--- src/rtl/mavg_pkg.sv ---
// Shared moving-average definitions used by both the encoder and this decoder.
// Holds the default sample width and window depth, the sample type, and the
// history-pointer increment helper.
package mavg_pkg;

  localparam int unsigned MAVG_WIDTH  = 8;
  localparam int unsigned MAVG_WINDOW = 16;

  typedef logic signed [MAVG_WIDTH-1:0] sample_t;

  // Next history slot, wrapping window-1 back to 0.
  function automatic int unsigned mavg_ptr_next(input int unsigned ptr,
                                                input int unsigned window);
    return (ptr == window - 1) ? 0 : ptr + 1;
  endfunction

endpackage

--- src/rtl/mavg_history_ring.sv ---
// Circular buffer holding the last WINDOW reconstructed samples.
// Ports:
//   clk, rst_n  clock and async active-low reset
//   clr         synchronous clear of all entries and the pointer
//   we          write wdata at the current slot and advance the pointer
//   wdata       sample to store
//   rd_data_c   combinational read of the current (oldest) slot
module mavg_history_ring
  import mavg_pkg::*;
#(
  parameter int unsigned WIDTH  = MAVG_WIDTH,
  parameter int unsigned WINDOW = MAVG_WINDOW
) (
  input  logic             clk,
  input  logic             rst_n,
  input  logic             clr,
  input  logic             we,
  input  logic [WIDTH-1:0] wdata,
  output logic [WIDTH-1:0] rd_data_c
);

  localparam int unsigned PTR_W = $clog2(WINDOW);

  logic [PTR_W-1:0] ptr_q, ptr_d;
  logic [WIDTH-1:0] mem_q [WINDOW];
  logic [WIDTH-1:0] mem_d [WINDOW];

  // The slot about to be overwritten is the oldest sample, x[n-WINDOW].
  assign rd_data_c = mem_q[ptr_q];

  // Next-state for the buffer and pointer; clear wins over a write.
  always_comb begin
    ptr_d = ptr_q;
    for (int i = 0; i < int'(WINDOW); i++) mem_d[i] = mem_q[i];
    if (clr) begin
      ptr_d = '0;
      for (int i = 0; i < int'(WINDOW); i++) mem_d[i] = '0;
    end else if (we) begin
      mem_d[ptr_q] = wdata;
      ptr_d        = PTR_W'(mavg_ptr_next(32'(ptr_q), WINDOW));
    end
  end

  // State registers.
  always_ff @(posedge clk or negedge rst_n) begin
    if (!rst_n) begin
      ptr_q <= '0;
      for (int i = 0; i < int'(WINDOW); i++) mem_q[i] <= '0;
    end else begin
      ptr_q <= ptr_d;
      for (int i = 0; i < int'(WINDOW); i++) mem_q[i] <= mem_d[i];
    end
  end

endmodule

--- src/rtl/moving_average2_decoder.sv ---
// Inverse of the MovingAverage2 moving-sum stage: rebuilds samples as
// x[n] = s[n] - s[n-1] + x[n-WINDOW] in wrapping WIDTH-bit arithmetic.
// Optional macro MAVG_DEC_CLR_EN adds the clr resync input.
// Ports:
//   system1000       clock, rising edge
//   system1000_rstn  async active-low reset
//   in_valid/in_sum  moving-sum input, in_ready is combinational backpressure
//   out_valid/out_sample/out_ready  reconstructed sample output (1-cycle latency)
//   clr              (MAVG_DEC_CLR_EN) synchronous clear of decoder state
module moving_average2_decoder
  import mavg_pkg::*;
#(
  parameter int unsigned WIDTH  = MAVG_WIDTH,
  parameter int unsigned WINDOW = MAVG_WINDOW
) (
  input  logic             system1000,
  input  logic             system1000_rstn,
  input  logic             in_valid,
  input  logic [WIDTH-1:0] in_sum,
  output logic             in_ready,
  output logic             out_valid,
  output logic [WIDTH-1:0] out_sample,
  input  logic             out_ready
`ifdef MAVG_DEC_CLR_EN
  ,
  input  logic             clr
`endif
);

  logic             clr_c;
  logic             in_fire_c;
  logic [WIDTH-1:0] hist_rd_c;
  logic [WIDTH-1:0] x_c;
  logic [WIDTH-1:0] prev_sum_q, prev_sum_d;
  logic [WIDTH-1:0] out_sample_q, out_sample_d;
  logic             out_valid_q, out_valid_d;

`ifdef MAVG_DEC_CLR_EN
  assign clr_c = clr;
`else
  assign clr_c = 1'b0;
`endif

  // Oldest sample history; written with each reconstructed sample.
  mavg_history_ring #(
    .WIDTH  (WIDTH),
    .WINDOW (WINDOW)
  ) u_hist (
    .clk       (system1000),
    .rst_n     (system1000_rstn),
    .clr       (clr_c),
    .we        (in_fire_c),
    .wdata     (x_c),
    .rd_data_c (hist_rd_c)
  );

  // Handshake, reconstruction and output-register next state.
  // clr forces in_ready low, so a coincident input is never accepted.
  always_comb begin
    in_ready     = ~clr_c & (~out_valid_q | out_ready);
    in_fire_c    = in_valid & in_ready;
    x_c          = in_sum - prev_sum_q + hist_rd_c;
    prev_sum_d   = prev_sum_q;
    out_sample_d = out_sample_q;
    out_valid_d  = out_valid_q;
    if (clr_c) begin
      prev_sum_d  = '0;
      out_valid_d = 1'b0;
    end else if (in_fire_c) begin
      prev_sum_d   = in_sum;
      out_sample_d = x_c;
      out_valid_d  = 1'b1;
    end else if (out_ready) begin
      out_valid_d = 1'b0;
    end
  end

  // State registers.
  always_ff @(posedge system1000 or negedge system1000_rstn) begin
    if (!system1000_rstn) begin
      prev_sum_q   <= '0;
      out_sample_q <= '0;
      out_valid_q  <= 1'b0;
    end else begin
      prev_sum_q   <= prev_sum_d;
      out_sample_q <= out_sample_d;
      out_valid_q  <= out_valid_d;
    end
  end

  assign out_valid  = out_valid_q;
  assign out_sample = out_sample_q;

endmodule

--- config.mk ---
export PLATFORM = sky130hd
export DESIGN_NAME = moving_average2_decoder
export DESIGN_NICKNAME = d
export VERILOG_FILES = /design/src/rtl/mavg_pkg.sv /design/src/rtl/mavg_history_ring.sv /design/src/rtl/moving_average2_decoder.sv
export SDC_FILE = /design/constraint.sdc
export NUM_CORES = 1
export LEC_CHECK = 0
export CORE_ASPECT_RATIO = 1.2
export CORE_MARGIN = 4
export CORE_UTILIZATION = 40
export DETAILED_ROUTE_END_ITERATION = 10
export PLACE_DENSITY = 0.67
export RECOVER_POWER = 100
export SLEW_MARGIN = 25
export SYNTH_ARGS = -nofsm -noshare
export SYNTH_HDL_FRONTEND = slang
export SYNTH_SLANG_ARGS = --single-unit
--- constraint.sdc ---
create_clock -name system1000 -period 4.43 [get_ports system1000]
set_clock_uncertainty 0.2 [all_clocks]
set_input_delay 0.443 -clock system1000 [delete_from_list [all_inputs] [get_ports system1000]]
set_output_delay 0.443 -clock system1000 [all_outputs]
set_load 0.1 [all_outputs]
==> impl_results.md <==
* Max-cap viol count at 1
* Syn-to-layout area delta at 14.6%
* Final Max Tran Viols at around 120
* TritonRoute pass-1 iters at 5
* Hold Slack at ~0.28 ns
* All-Layer GR Usage at 0.160
* Clock tree buffer depth at 2
* Die Width at 129 um
* Critical Path End Type: flip-flop
* Vias in the first global route at 4734
* Number of buffers created by CTS at 17
* Area post-placement at roughly 0.0074 mm2
* Antenna viol nets, final at 0
* Clock latency on the worst-skew pair at approximately 0.42 ns
* Synth cell types at 32
* Synthesized area per cell at ~12 um2
* Dominant cell type by area after synthesis: dfrtp_1
* Required @ worst endpoint at between 4 and 5 ns
* Commonest cells in the netlist: dfrtp_1 (149), nand2_1 (125), o21ai_0 (103), mux4_2 (39)
* Async SR Flop Fraction at 1.00
* Via count at ~4600
* Netlist Area Pre-Place at approximately 0.007 mm2
* CTS Hold Bufs at 0
* Top-level port count at 22
* Slew HR at -0.946
* Setup tns final at 0 ns
* Post-route cell area at between 0.008 and 0.009 mm2
* # diodes at 0
* Initial core utilization at 0.411
* Share of cells above drive strength 1 at 0.202
* Final setup violation count at 0
* Least-Margin Pin Slew at about 2.9 ns
* CTS tree: built
* Sequential-to-total area share from yosys stat at 0.534
* DP Cell Count at slightly above 800
* Main synth FF type: dfrtp_1
* Yosys reg bits at ~150
* Cells after Synth at 604
* Num rows at 52
* Final worst path period need at 4.18 ns
* Detailed placer's ending HPWL at around 10000 um
* Worst-path clk slew at ~0.060 ns
* Clock sink total at 149
* Global route total overflow at 0
* Number of enable flip-flop cells after synthesis at 0
* Failing checks: max-capacitance violations, max-slew violations
* DRC at 0
* Period Utilization, post-route at 0.944
* Syn. warnings at 0
* Die area at ~0.020 mm2
* Achievable frequency at 239 MHz
* Nets@finish at 653
* First-pass GRT wire length at ~25000 um
* Outcome: finished, violations left
* RSZ-0062 raised after global routing: no
* Final Hold Vio Count at 0
* WL final at around 15000 um
* Routed length per instance at about 17 um
* Clock root buffer: clkbuf_16
* FILL cells at roughly 1500
* Top cells by area, synth: dfrtp_1 (53%), mux4_2 (13%), o21ai_0 (7.4%)
* Initial antenna violation count at 0
* Area share of the largest cell type after synthesis at 0.534
* Via density at roughly 5.4
* Largest net degree at the start of global routing at between 100 and 150
* Final Wtd Congestion at 0.809
* Finished Layout Cells at 851
* CP startpoint kind: flip-flop
* 1st-iter DRT viols at 361
* Core region area at approximately 0.017 mm2
* WP data arrival at ~4.3 ns
* H-tree levels at 4
* Post-synthesis net count at around 640
* Setup Crit Path Kind: reg -> reg
* IO Port Bufs at 21
* Cell with the most instances after synthesis: dfrtp_1
* Max Fanout on Critical Path at 17
* HP Class: reg -> reg
* Die Span Y at approximately 150 um
[through the flow]
step	setup WS [ns]	utilization
after global routing	0.0253	0.471
after detailed placement	0.0179	0.437
after floorplan	0.180	-
after CTS	0.0188	0.471
final	0.246	0.471
after global placement	0.108	0.437
[worst max-delay path: stages, from the launching register on]
cell     delay [ns]
dfrtp_4        0.49
buf_4          0.16
mux4_2         0.49
mux4_2         0.48
inv_1          0.08
fa_1           0.45
inv_1          0.08
ha_1           0.23
a21oi_1        0.17
o21ai_1        0.12
or4_1          0.41
a31oi_1        0.21
xnor2_1        0.19
buf_12         0.18
o21ai_0        0.09
[final timing paths]
check | from | endpoint | slack (ns) | cells past startpoint
max reg2reg | u_hist.ptr_q[0] | u_hist.mem_q[127] | 0.25 | 14
min | u_hist.mem_q[65] | u_hist.mem_q[65] | 0.28 | 2
max in group asynchronous | system1000_rstn | u_hist.ptr_q[0] | 1.17 | 1
min reg2reg | u_hist.mem_q[65] | u_hist.mem_q[65] | 0.28 | 2
max | u_hist.ptr_q[0] | u_hist.mem_q[127] | 0.25 | 14
min in group asynchronous | system1000_rstn | u_hist.mem_q[72] | 0.74 | 1
[cell families (layout without fill, tap and decap cells)]
| group | count (synthesis) | count (layout) | share of synthesized area |
|---|---|---|---|
| flip-flops | 149 | 149 | 0.534 |
| multiplexers | 72 | 72 | 0.179 |
| buffers and inverters | 73 | 104 | 0.0421 |
| XOR/XNOR | 9 | 9 | 0.0124 |
| adder cells (fa/ha/maj) | 19 | 19 | 0.0416 |
| AO/OA/AOI/OAI | 123 | 123 | 0.0960 |
| AND/OR/NAND/NOR | 159 | 159 | 0.0951 |
[metal layers]
layer,global-route usage,share of wire,vias up
li1,-,-,2127
met1,0.204,0.43,2327
met2,0.269,0.52,102
met3,0.0281,0.032,25
met4,0.0670,0.025,0
met5,0,0,-
[registers in the layout (all words and copies together) (netlist names)]
signal / cells
u_hist.ptr_q: 4
out_sample: 8
prev_sum_q: 8
out_valid: 1
u_hist.mem_q: 128
[layout make-up]
type,instances,area (um2),share of cell area
inverters,32,120,0.0150
clock buffers,20,457,0.0570
well taps,216,270,0.0338
repair buffers,40,379,0.0474
clock inverters,12,119,0.0148
flip-flops and latches,149,3730,0.466
multi-input cells,382,2930,0.366
[repair_timing]
item	in CTS	in global routing
setup buffers	0	4
setup endpoints to repair	0	34
gates resized for setup	0	3
[cells in the final DEF, fill, tap and decap left out, types with 5 or more instances in the layout]
cell type / n
buf_4: 11
clkbuf_16: 18
clkdlybuf4s50_1: 9
clkinvlp_4: 5
dfrtp_1: 147
dlygate4sd3_1: 11
fa_1: 7
ha_1: 12
inv_1: 32
mux2_2: 33
mux4_2: 39
nand2_1: 125
nand2b_1: 5
nand3_1: 14
o21ai_0: 111
xnor2_1: 7
Power is left out: the tool's default activity adds up to more than one toggle a clock period on the data nets, which glitch-free logic cannot reach.
